## config.mk

```make
export PLATFORM = sky130hd
export DESIGN_NAME = uart_rx_core_flat
export DESIGN_NICKNAME = d
export VERILOG_FILES = /design/src/rtl/uart_rx_core_if.sv /design/src/rtl/uart_rx_core.sv /design/src/flat_wrapper.sv
export SDC_FILE = /design/constraint.sdc
export NUM_CORES = 1
export LEC_CHECK = 0
export CAP_MARGIN = 20
export CORE_MARGIN = 4
export CORE_UTILIZATION = 60
export CTS_BUF_LIST = sky130_fd_sc_hd__clkbuf_2
export DETAILED_ROUTE_END_ITERATION = 8
export HOLD_SLACK_MARGIN = 0.06
export MAX_ROUTING_LAYER = met4
export PLACE_DENSITY = 0.86
export SLEW_MARGIN = 20
export SYNTH_ARGS = -nofsm -noshare
export SYNTH_HDL_FRONTEND = slang
export SYNTH_SLANG_ARGS = --single-unit
export TNS_END_PERCENT = 5
```

## constraint.sdc

```tcl
create_clock -name clk -period 2.5 [get_ports clk]
set_clock_uncertainty 0.15 [all_clocks]
set_input_delay 0.75 -clock clk [delete_from_list [all_inputs] [get_ports clk]]
set_output_delay 0.75 -clock clk [all_outputs]
set_load 0.02 [all_outputs]
```

## src/rtl/uart_rx_core_if.sv

```systemverilog
// uart_rx_core_if: receive-side word handshake between the UART receiver and its consumer.
// Signals: rx_data (received word, LSB first on line), rx_valid (word pending),
//          rx_ready (consumer accepts when valid & ready), parity_err, frame_err (flags for rx_data).
// Modports: master = receiver (drives word and flags), slave = consumer (drives rx_ready).
interface uart_rx_core_if #(
    parameter int DATA_BITS = 8
);
    logic [DATA_BITS-1:0] rx_data;
    logic                 rx_valid;
    logic                 rx_ready;
    logic                 parity_err;
    logic                 frame_err;
    modport master (output rx_data, rx_valid, parity_err, frame_err, input rx_ready);
    modport slave  (input rx_data, rx_valid, parity_err, frame_err, output rx_ready);
endinterface

```

## src/rtl/uart_rx_core.sv

```systemverilog
// uart_rx_core: oversampling UART receiver with majority-vote bit sampling and valid/ready output.
// Ports: clk (system clock), rst_n (async active-low reset), uart_rx (async serial line, idle high),
//        rx (uart_rx_core_if.master: rx_data/rx_valid/rx_ready/parity_err/frame_err),
//        overrun (1-cycle pulse when a completed word is dropped), busy (receiver not idle).
module uart_rx_core #(
    parameter int CLK_FREQ   = 100_000_000,
    parameter int BAUD_RATE  = 115200,
    parameter int DATA_BITS  = 8,
    parameter int PARITY     = 0,
    parameter int STOP_BITS  = 1,
    parameter int OVERSAMPLE = 16
) (
    input  logic           clk,
    input  logic           rst_n,
    input  logic           uart_rx,
    uart_rx_core_if.master rx,
    output logic           overrun,
    output logic           busy
);
    localparam int DIV = CLK_FREQ / (BAUD_RATE * OVERSAMPLE);
    localparam int DW  = DIV > 1 ? $clog2(DIV) : 1;
    localparam int TW  = $clog2(OVERSAMPLE);
    localparam int BW  = $clog2(DATA_BITS);
    localparam logic [DW-1:0] DIV_LAST = DW'(DIV - 1);
    localparam logic [TW-1:0] T_S0     = TW'(OVERSAMPLE / 2 - 1);
    localparam logic [TW-1:0] T_S1     = TW'(OVERSAMPLE / 2);
    localparam logic [TW-1:0] T_VOTE   = TW'(OVERSAMPLE / 2 + 1);
    localparam logic [TW-1:0] T_LAST   = TW'(OVERSAMPLE - 1);
    localparam logic [BW-1:0] B_LAST   = BW'(DATA_BITS - 1);
    localparam logic [2:0] S_IDLE  = 3'd0;
    localparam logic [2:0] S_START = 3'd1;
    localparam logic [2:0] S_DATA  = 3'd2;
    localparam logic [2:0] S_PAR   = 3'd3;
    localparam logic [2:0] S_STOP  = 3'd4;
    localparam logic [2:0] S_WAIT  = 3'd5;

    logic                 sync1, sync2, line_q;
    logic [2:0]           state;
    logic [DW-1:0]        div_cnt;
    logic [TW-1:0]        tick_cnt;
    logic [BW-1:0]        bit_cnt;
    logic                 stop_cnt;
    logic                 smp0, smp1;
    logic [DATA_BITS-1:0] shreg;
    logic                 perr, ferr, done;
    logic                 tick, vote, maj, ferr_new, par_x;

    assign tick     = div_cnt == DIV_LAST;
    // All state changes happen at the mid-bit vote; the tick counter keeps
    // free-running across bits, so the next vote lands one bit period later.
    assign vote     = tick && tick_cnt == T_VOTE;
    assign maj      = (smp0 & smp1) | (smp0 & sync2) | (smp1 & sync2);
    assign ferr_new = ferr | ~maj;
    assign par_x    = ^shreg ^ maj;
    assign busy     = state != S_IDLE;

    always_ff @(posedge clk or negedge rst_n) begin
        if (!rst_n) begin
            sync1    <= 1'b1;
            sync2    <= 1'b1;
            line_q   <= 1'b1;
            state    <= S_IDLE;
            div_cnt  <= '0;
            tick_cnt <= '0;
            bit_cnt  <= '0;
            stop_cnt <= 1'b0;
            smp0     <= 1'b0;
            smp1     <= 1'b0;
            shreg    <= '0;
            perr     <= 1'b0;
            ferr     <= 1'b0;
            done     <= 1'b0;
        end else begin
            sync1 <= uart_rx;
            sync2 <= sync1;
            line_q <= sync2;
            done <= 1'b0;
            if (state == S_IDLE) begin
                if (line_q && !sync2) begin
                    state    <= S_START;
                    div_cnt  <= '0;
                    tick_cnt <= '0;
                end
            end else begin
                div_cnt <= tick ? '0 : div_cnt + 1'b1;
                if (tick) tick_cnt <= tick_cnt == T_LAST ? '0 : tick_cnt + 1'b1;
                if (tick && tick_cnt == T_S0) smp0 <= sync2;
                if (tick && tick_cnt == T_S1) smp1 <= sync2;
                if (vote) begin
                    case (state)
                        S_START: begin
                            state    <= maj ? S_IDLE : S_DATA;
                            bit_cnt  <= '0;
                            stop_cnt <= 1'b0;
                            perr     <= 1'b0;
                            ferr     <= 1'b0;
                        end
                        S_DATA: begin
                            shreg   <= {maj, shreg[DATA_BITS-1:1]};
                            bit_cnt <= bit_cnt + 1'b1;
                            if (bit_cnt == B_LAST) state <= PARITY == 0 ? S_STOP : S_PAR;
                        end
                        S_PAR: begin
                            perr  <= PARITY == 1 ? ~par_x : par_x;
                            state <= S_STOP;
                        end
                        S_STOP: begin
                            ferr     <= ferr_new;
                            stop_cnt <= 1'b1;
                            if (stop_cnt == 1'(STOP_BITS - 1)) begin
                                done  <= 1'b1;
                                state <= ferr_new ? S_WAIT : S_IDLE;
                            end
                        end
                        default: ;
                    endcase
                end
                if (state == S_WAIT && sync2) state <= S_IDLE;
            end
        end
    end

    always_ff @(posedge clk or negedge rst_n) begin
        if (!rst_n) begin
            rx.rx_data    <= '0;
            rx.rx_valid   <= 1'b0;
            rx.parity_err <= 1'b0;
            rx.frame_err  <= 1'b0;
            overrun       <= 1'b0;
        end else begin
            overrun <= done && rx.rx_valid && !rx.rx_ready;
            if (done && (!rx.rx_valid || rx.rx_ready)) begin
                rx.rx_data    <= shreg;
                rx.parity_err <= perr;
                rx.frame_err  <= ferr;
                rx.rx_valid   <= 1'b1;
            end else if (rx.rx_ready) begin
                rx.rx_valid <= 1'b0;
            end
        end
    end
endmodule

```

## src/flat_wrapper.sv

```systemverilog
// flat-port wrapper written by rule: the top's interface ports become plain ports
module uart_rx_core_flat 
#(
    parameter int CLK_FREQ   = 100_000_000,
    parameter int BAUD_RATE  = 115200,
    parameter int DATA_BITS  = 8,
    parameter int PARITY     = 0,
    parameter int STOP_BITS  = 1,
    parameter int OVERSAMPLE = 16
)
  (clk, rst_n, uart_rx, overrun, busy, rx_rx_data, rx_rx_valid, rx_parity_err, rx_frame_err, rx_rx_ready);
  uart_rx_core_if #(.DATA_BITS(DATA_BITS)) rx_i ();
  input  logic clk;
  input  logic rst_n;
  input  logic uart_rx;
  output logic overrun;
  output logic busy;
  output wire logic [$bits(rx_i.rx_data)-1:0] rx_rx_data;
  output wire logic [$bits(rx_i.rx_valid)-1:0] rx_rx_valid;
  output wire logic [$bits(rx_i.parity_err)-1:0] rx_parity_err;
  output wire logic [$bits(rx_i.frame_err)-1:0] rx_frame_err;
  input wire logic [$bits(rx_i.rx_ready)-1:0] rx_rx_ready;
  assign rx_rx_data = rx_i.rx_data;
  assign rx_rx_valid = rx_i.rx_valid;
  assign rx_parity_err = rx_i.parity_err;
  assign rx_frame_err = rx_i.frame_err;
  assign rx_i.rx_ready = rx_rx_ready;
  uart_rx_core #(.CLK_FREQ(CLK_FREQ), .BAUD_RATE(BAUD_RATE), .DATA_BITS(DATA_BITS), .PARITY(PARITY), .STOP_BITS(STOP_BITS), .OVERSAMPLE(OVERSAMPLE)) u_core (.clk(clk), .rst_n(rst_n), .uart_rx(uart_rx), .rx(rx_i), .overrun(overrun), .busy(busy));
endmodule
```

## Word level (Yosys, flattened, before mapping)

Index checks and enable logic that the tools add are counted.

| storage, ports and cells | value |
|---|---|
| flip-flop bits (word level) | 45 |
| input bits | 4 |
| word-level logic and storage cells | 101 |

| cells by class | value |
|---|---|
| $add $sub $neg | 3 |
| equal/unequal tests | 14 |
| mux-type cells | 26 |
| bitwise logic cells | 9 |
| reduce and logical (&&, ||, !) cells | 30 |

Operators by type and width:

| operator | number |
|---|---|
| $mux 3 | 7 |
| $mux 6 | 3 |
| $mux 4 | 4 |
| $eq 4x4->1 const B | 3 |
| $pmux 3 s4 | 1 |
| $reduce_and 3->1 | 4 |
| $reduce_bool 2->1 | 5 |
| $eq 3x3->1 const B | 3 |
| $logic_and 1x1->1 | 8 |
| $reduce_xor 8->1 | 1 |
| $add 6x1->6 const B | 1 |
| $eq 3x2->1 const B | 2 |
| $eq 6x6->1 const B | 1 |
| $mux 1 | 6 |
| $pmux 1 s2 | 3 |
| $pmux 3 s2 | 1 |
| $reduce_and 2->1 | 3 |
| $reduce_bool 3->1 | 2 |
| $reduce_bool 6->1 | 1 |
| $reduce_and 5->1 | 1 |
| $add 4x1->4 const B | 1 |
| $eq 4x3->1 const B | 1 |
| $ne 4x1->1 const B | 1 |
| $ne 4x4->1 const B | 1 |
| 11 further kinds | 18 |

## Depth between registers and ports, before layout

| depth | value |
|---|---|
| depth in word-level cells | 11 |
| depth in mapped cells | 7 |
| mapped depth without buffers | 7 |

## Least setup slack after synthesis

Ideal clock, no wire load.

| path | value |
|---|---|
| kind | reg2out |
| start | register u_core.state[1] |
| end | output port busy |
| arrival | 0.927 ns |
| data required time | 1.600 ns |
| setup slack | 0.673 ns |
| cell stages (with the launch flop) | 4 |
| path buffers | 1 |
| path through | dfrtp_1 > buf_4 > nor3_4 > inv_1 |

| on the way | value |
|---|---|
| longest elaborated chain between the ends | 1 |

RTL lines:

| item | RTL line | RTL |
|---|---|---|
| from (decl) | uart_rx_core.sv:38 | `logic [2:0] state;` |
| from (signal assigned) | uart_rx_core.sv:92 | `state <= maj ? S_IDLE : S_DATA;` |
| from (signal assigned) | uart_rx_core.sv:101 | `if (bit_cnt == B_LAST) state <= PARITY == 0 ? S_STOP : S_PAR;` |
| from (signal assigned) | uart_rx_core.sv:112 | `state <= ferr_new ? S_WAIT : S_IDLE;` |
| $reduce_bool 3->1 | uart_rx_core.sv:55 | `assign busy = state != S_IDLE;` |
| to (decl) | flat_wrapper.sv:17 | `output logic busy;` |

Every way passes these cells.

## Worst setup path in the final report

| path | value |
|---|---|
| start | register u_core.rx.frame_err |
| end | output port rx_frame_err |

RTL lines:

| item | RTL line | RTL |
|---|---|---|
| from (decl) | uart_rx_core_if.sv:13 | `modport master (output rx_data, rx_valid, parity_err, frame_err, input rx_ready);` |
| from (signal assigned) | uart_rx_core.sv:135 | `rx.frame_err <= ferr;` |
| to (decl) | flat_wrapper.sv:21 | `output wire logic [$bits(rx_i.frame_err)-1:0] rx_frame_err;` |

No word-level cell between the ends.

==> impl_metrics.py <==
metrics = {
    "outcome": {
        "run_status": "complete, no violations",
    },
    "sta": {
        "setup-violations-final": 0,
        "hold_viol": 0,
        "holdWs_ns": 0.1231,
        "layout_setup_ws_ns": 0.1746,
        "relSlewSlack_pct": 58.36,
        "rsz0062_at_grt": "false",
        "tns_ns": 0,
        "period_minus_slack_ns": 2.325,
        "max_freq_mhz": 430.0,
        "worst_pin_slew_ns": 0.6188,
        "slew_violations": 0,
        "post-route-period-util_pct": 93.02,
    },
    "global_route": {
        "grt_pass1_wl_mm": 6.824,
        "grt_max_degree": 46,
        "antenna_found_initial": 0,
        "globalRouteOverflowTotal": 0,
        "gr-usage-all-layers_pct": 20.52,
        "grt_pass1_vias": 1484,
    },
    "setup_path": {
        "critPathSlowestCell": "clkdlybuf4s50_1",
        "critPathMaxFanout": 2,
        "crit_chain": "clkdlybuf4s50_1",
        "endpoint_kind": "primary output",
        "worstPathRequired_ns": 1.60,
        "cp-start-kind": "flop",
        "cpLargestDelayFamily": "buffers and inverters",
        "criticalPathCategory": "flop to primary output",
        "arrival_ns": 1.43,
        "critPathBufInv": 1,
        "slowest_delay_ns": 0.61,
    },
    "yosys": {
        "postSynthAreaPerCell_um2": 11.64,
        "synth_top_family_by_area": "compound AO/OA/AOI/OAI gates",
        "synth_seq_area_share_pct": 51.07,
        "ys_async_sr_fraction_pct": 100.0,
        "ys_types": 47,
        "synth_fp_nets": 201,
        "ys.flop_type": "dfrtp_1",
        "synthSimpleGateAreaFrac_pct": 13.12,
        "syn-instance-count": 190,
        "synth-warning-count": 0,
        "muxShareOfSynthArea_pct": 10.18,
        "ys_ff_latch": 45,
        "synth-xor-area-share_pct": 3.167,
        "synth_area_mm2": 0.002212,
        "synth_compound_area_share_pct": 14.82,
        "synthAdderAreaFrac_pct": 4.412,
        "synth_edf_count": 0,
    },
    "die": {
        "die_h_um": 68.72,
        "ios": 17,
        "die-area_mm2": 0.004722,
        "start_util_pct": 64.27,
        "rows": 21,
        "fp.dieW_um": 68.72,
        "core_area_mm2": 0.003442,
    },
    "cts": {
        "clk_path_buf_depth": 2,
        "root_buffer": "clkbuf_2",
        "clkSinkCount": 45,
        "path_clk_slew_ns": 0.21,
        "postCtsSetupBuffers": 0,
        "clk_latency_ns": 0.41,
        "hold_buffers": 0,
        "cts_max_level": 2,
        "cts_buffers": 5,
        "cts_tree": "done",
    },
    "power": {
        "p_per_area_mw_per_mm2": 723.2,
        "p_leak_nw": 1.148,
        "p_switching_mw": 0.6401,
        "irDropWorstVdd_v": 0.0004042,
        "pwr-share-comb_pct": 29.4,
        "pwr-share-clk_pct": 22.1,
        "seq_power_share_pct": 48.5,
        "internal_power_mw": 1.174,
        "sw_frac_of_total_pct": 35.28,
    },
    "cells_and_area": {
        "regArea_mm2": 0.001130,
        "antennaDiodeCount": 0,
        "fin_nets": 225,
        "multiInputGateArea_mm2": 0.001011,
        "postLayoutCoreUtil_pct": 72.88,
        "area_delta_synth_final_pct": 13.41,
        "n_fill_cell": 243,
        "drive_gt1_share_pct": 21.86,
    },
    "detailed_routing": {
        "antenna_left": 0,
        "first_pass_iters": 4,
        "vias": 1516,
        "drt_wl_total_mm": 3.895,
        "wl_per_cell_um": 14.92,
        "viasPerCell": 5.808,
        "drc": 0,
        "drt_iter0_markers": 74,
    },
    "place": {
        "pre_cts_slack_ns": 0.1378,
        "hpwl_mm": 2.824,
        "gp_congestion": 0.8462,
        "portBuffers": 16,
    },
    "flow_run": {
        "max-cap-violations": 0,
    },
    "worst_hold_path": {
        "hold_class": "input port to asynchronous set/reset pin",
    },
}
-- worst paths after layout --
check | start | to | slack [ns] | depth (start not counted)
max in group asynchronous | rst_n | u_core.line_q | 1.81 | 2
setup reg to reg | u_core.tick_cnt[1] | u_core.bit_cnt[0] | 0.46 | 7
hold / removal | rst_n | u_core.stop_cnt | 0.12 | 2
setup / recovery | u_core.rx.frame_err | rx_frame_err | 0.17 | 1
hold reg to reg | u_core.sync1 | u_core.sync2 | 0.23 | 0
min in group clk | u_core.sync1 | u_core.sync2 | 0.23 | 0
-- state kept, by name (all words and copies together), names as in the netlist, 3 cells and up --
signal,flops
u_core.tick_cnt,4
u_core.div_cnt,6
u_core.rx.rx_data,8
u_core.shreg,8
u_core.bit_cnt,3
u_core.state,3
-- cell usage after synthesis (4+ instances only) --
cell type  count  area (um2)
nand2_1       15       56.30
xnor2_1        7       61.31
dfrtp_1       42        1051
inv_1          9       33.78
a31oi_1        5       31.28
o31ai_1        4       30.03
nor2b_1        4       25.02
mux2_2        20       225.2
nor2_1         4       15.01
o21ai_0       17       85.08
ha_1           7       87.58
-- what timing repair did --
action	CTS	global route
gates resized for setup	1	2
endpoints found under the setup margin	1	1
hold endpoints to repair	0	0
-- cell families (layout without fill, tap and decap cells) --
logic type               Yosys count  count (layout)
multiplexers                      20              20
adder cells (fa/ha/maj)            8               8
buffers and inverters             14              39
AND/OR/NAND/NOR                   49              49
flip-flops                        45              45
XOR/XNOR                           8               8
AO/OA/AOI/OAI                     46              46
-- power by group through the flow --
stage | sequential [mW] | combinational, mW | clock [mW]
after floorplan | 0.862 | 0.432 | 0
after global placement | 0.885 | 0.512 | 0
after detailed placement | 0.890 | 0.537 | 0
after CTS | 0.878 | 0.531 | 0.418
after global routing | 0.895 | 0.580 | 0.453
final | 0.881 | 0.533 | 0.401
-- cell type report --
| type | instances | share of cell area (%) |
|---|---|---|
| Inverter | 9 | 1.347 |
| Clock inverter | 2 | 1.546 |
| Timing Repair Buffer | 22 | 8.279 |
| Clock buffer | 6 | 1.197 |
| Tap cell | 46 | 2.294 |
| Multi-Input combinational cell | 131 | 40.30 |
| Sequential cell | 45 | 45.04 |
-- metrics by stage --
step / cell area, um2 / power (mW) / std cells
6_report: 2509 / 1.814 / 261
4_1_cts: 2512 / 1.827 / 261
3_5_place_dp: 2445 / 1.428 / 253
2_1_floorplan: 2212 / 1.294 / 190
3_3_place_gp: 2445 / 1.397 / 253
5_1_grt: 2509 / 1.928 / 261
-- layout by cell type, fill, tap and decap left out, types with 4 or more instances in the layout --
| cell type | netlist | routed |
|---|---|---|
| dfrtp_1 | 42 | 42 |
| mux2_2 | 20 | 20 |
| o21ai_0 | 17 | 17 |
| nand2_1 | 15 | 15 |
| clkdlybuf4s50_1 | 0 | 14 |
| inv_1 | 9 | 9 |
| xnor2_1 | 7 | 7 |
| ha_1 | 7 | 7 |
| clkbuf_2 | 0 | 7 |
| a31oi_1 | 5 | 5 |
| buf_4 | 3 | 5 |
| nor2_1 | 4 | 4 |
| nor2b_1 | 4 | 4 |
| o31ai_1 | 4 | 4 |
-- routing by layer --
layer,global-route usage (%),up-vias,wire length (um)
met1,25.96,740,1801
met2,31.35,29,1896
met4,8.759,0,82
met5,-,-,0
li1,-,738,-
met3,5.348,9,114
No activity file was read; power rests on OpenSTA's default activity.
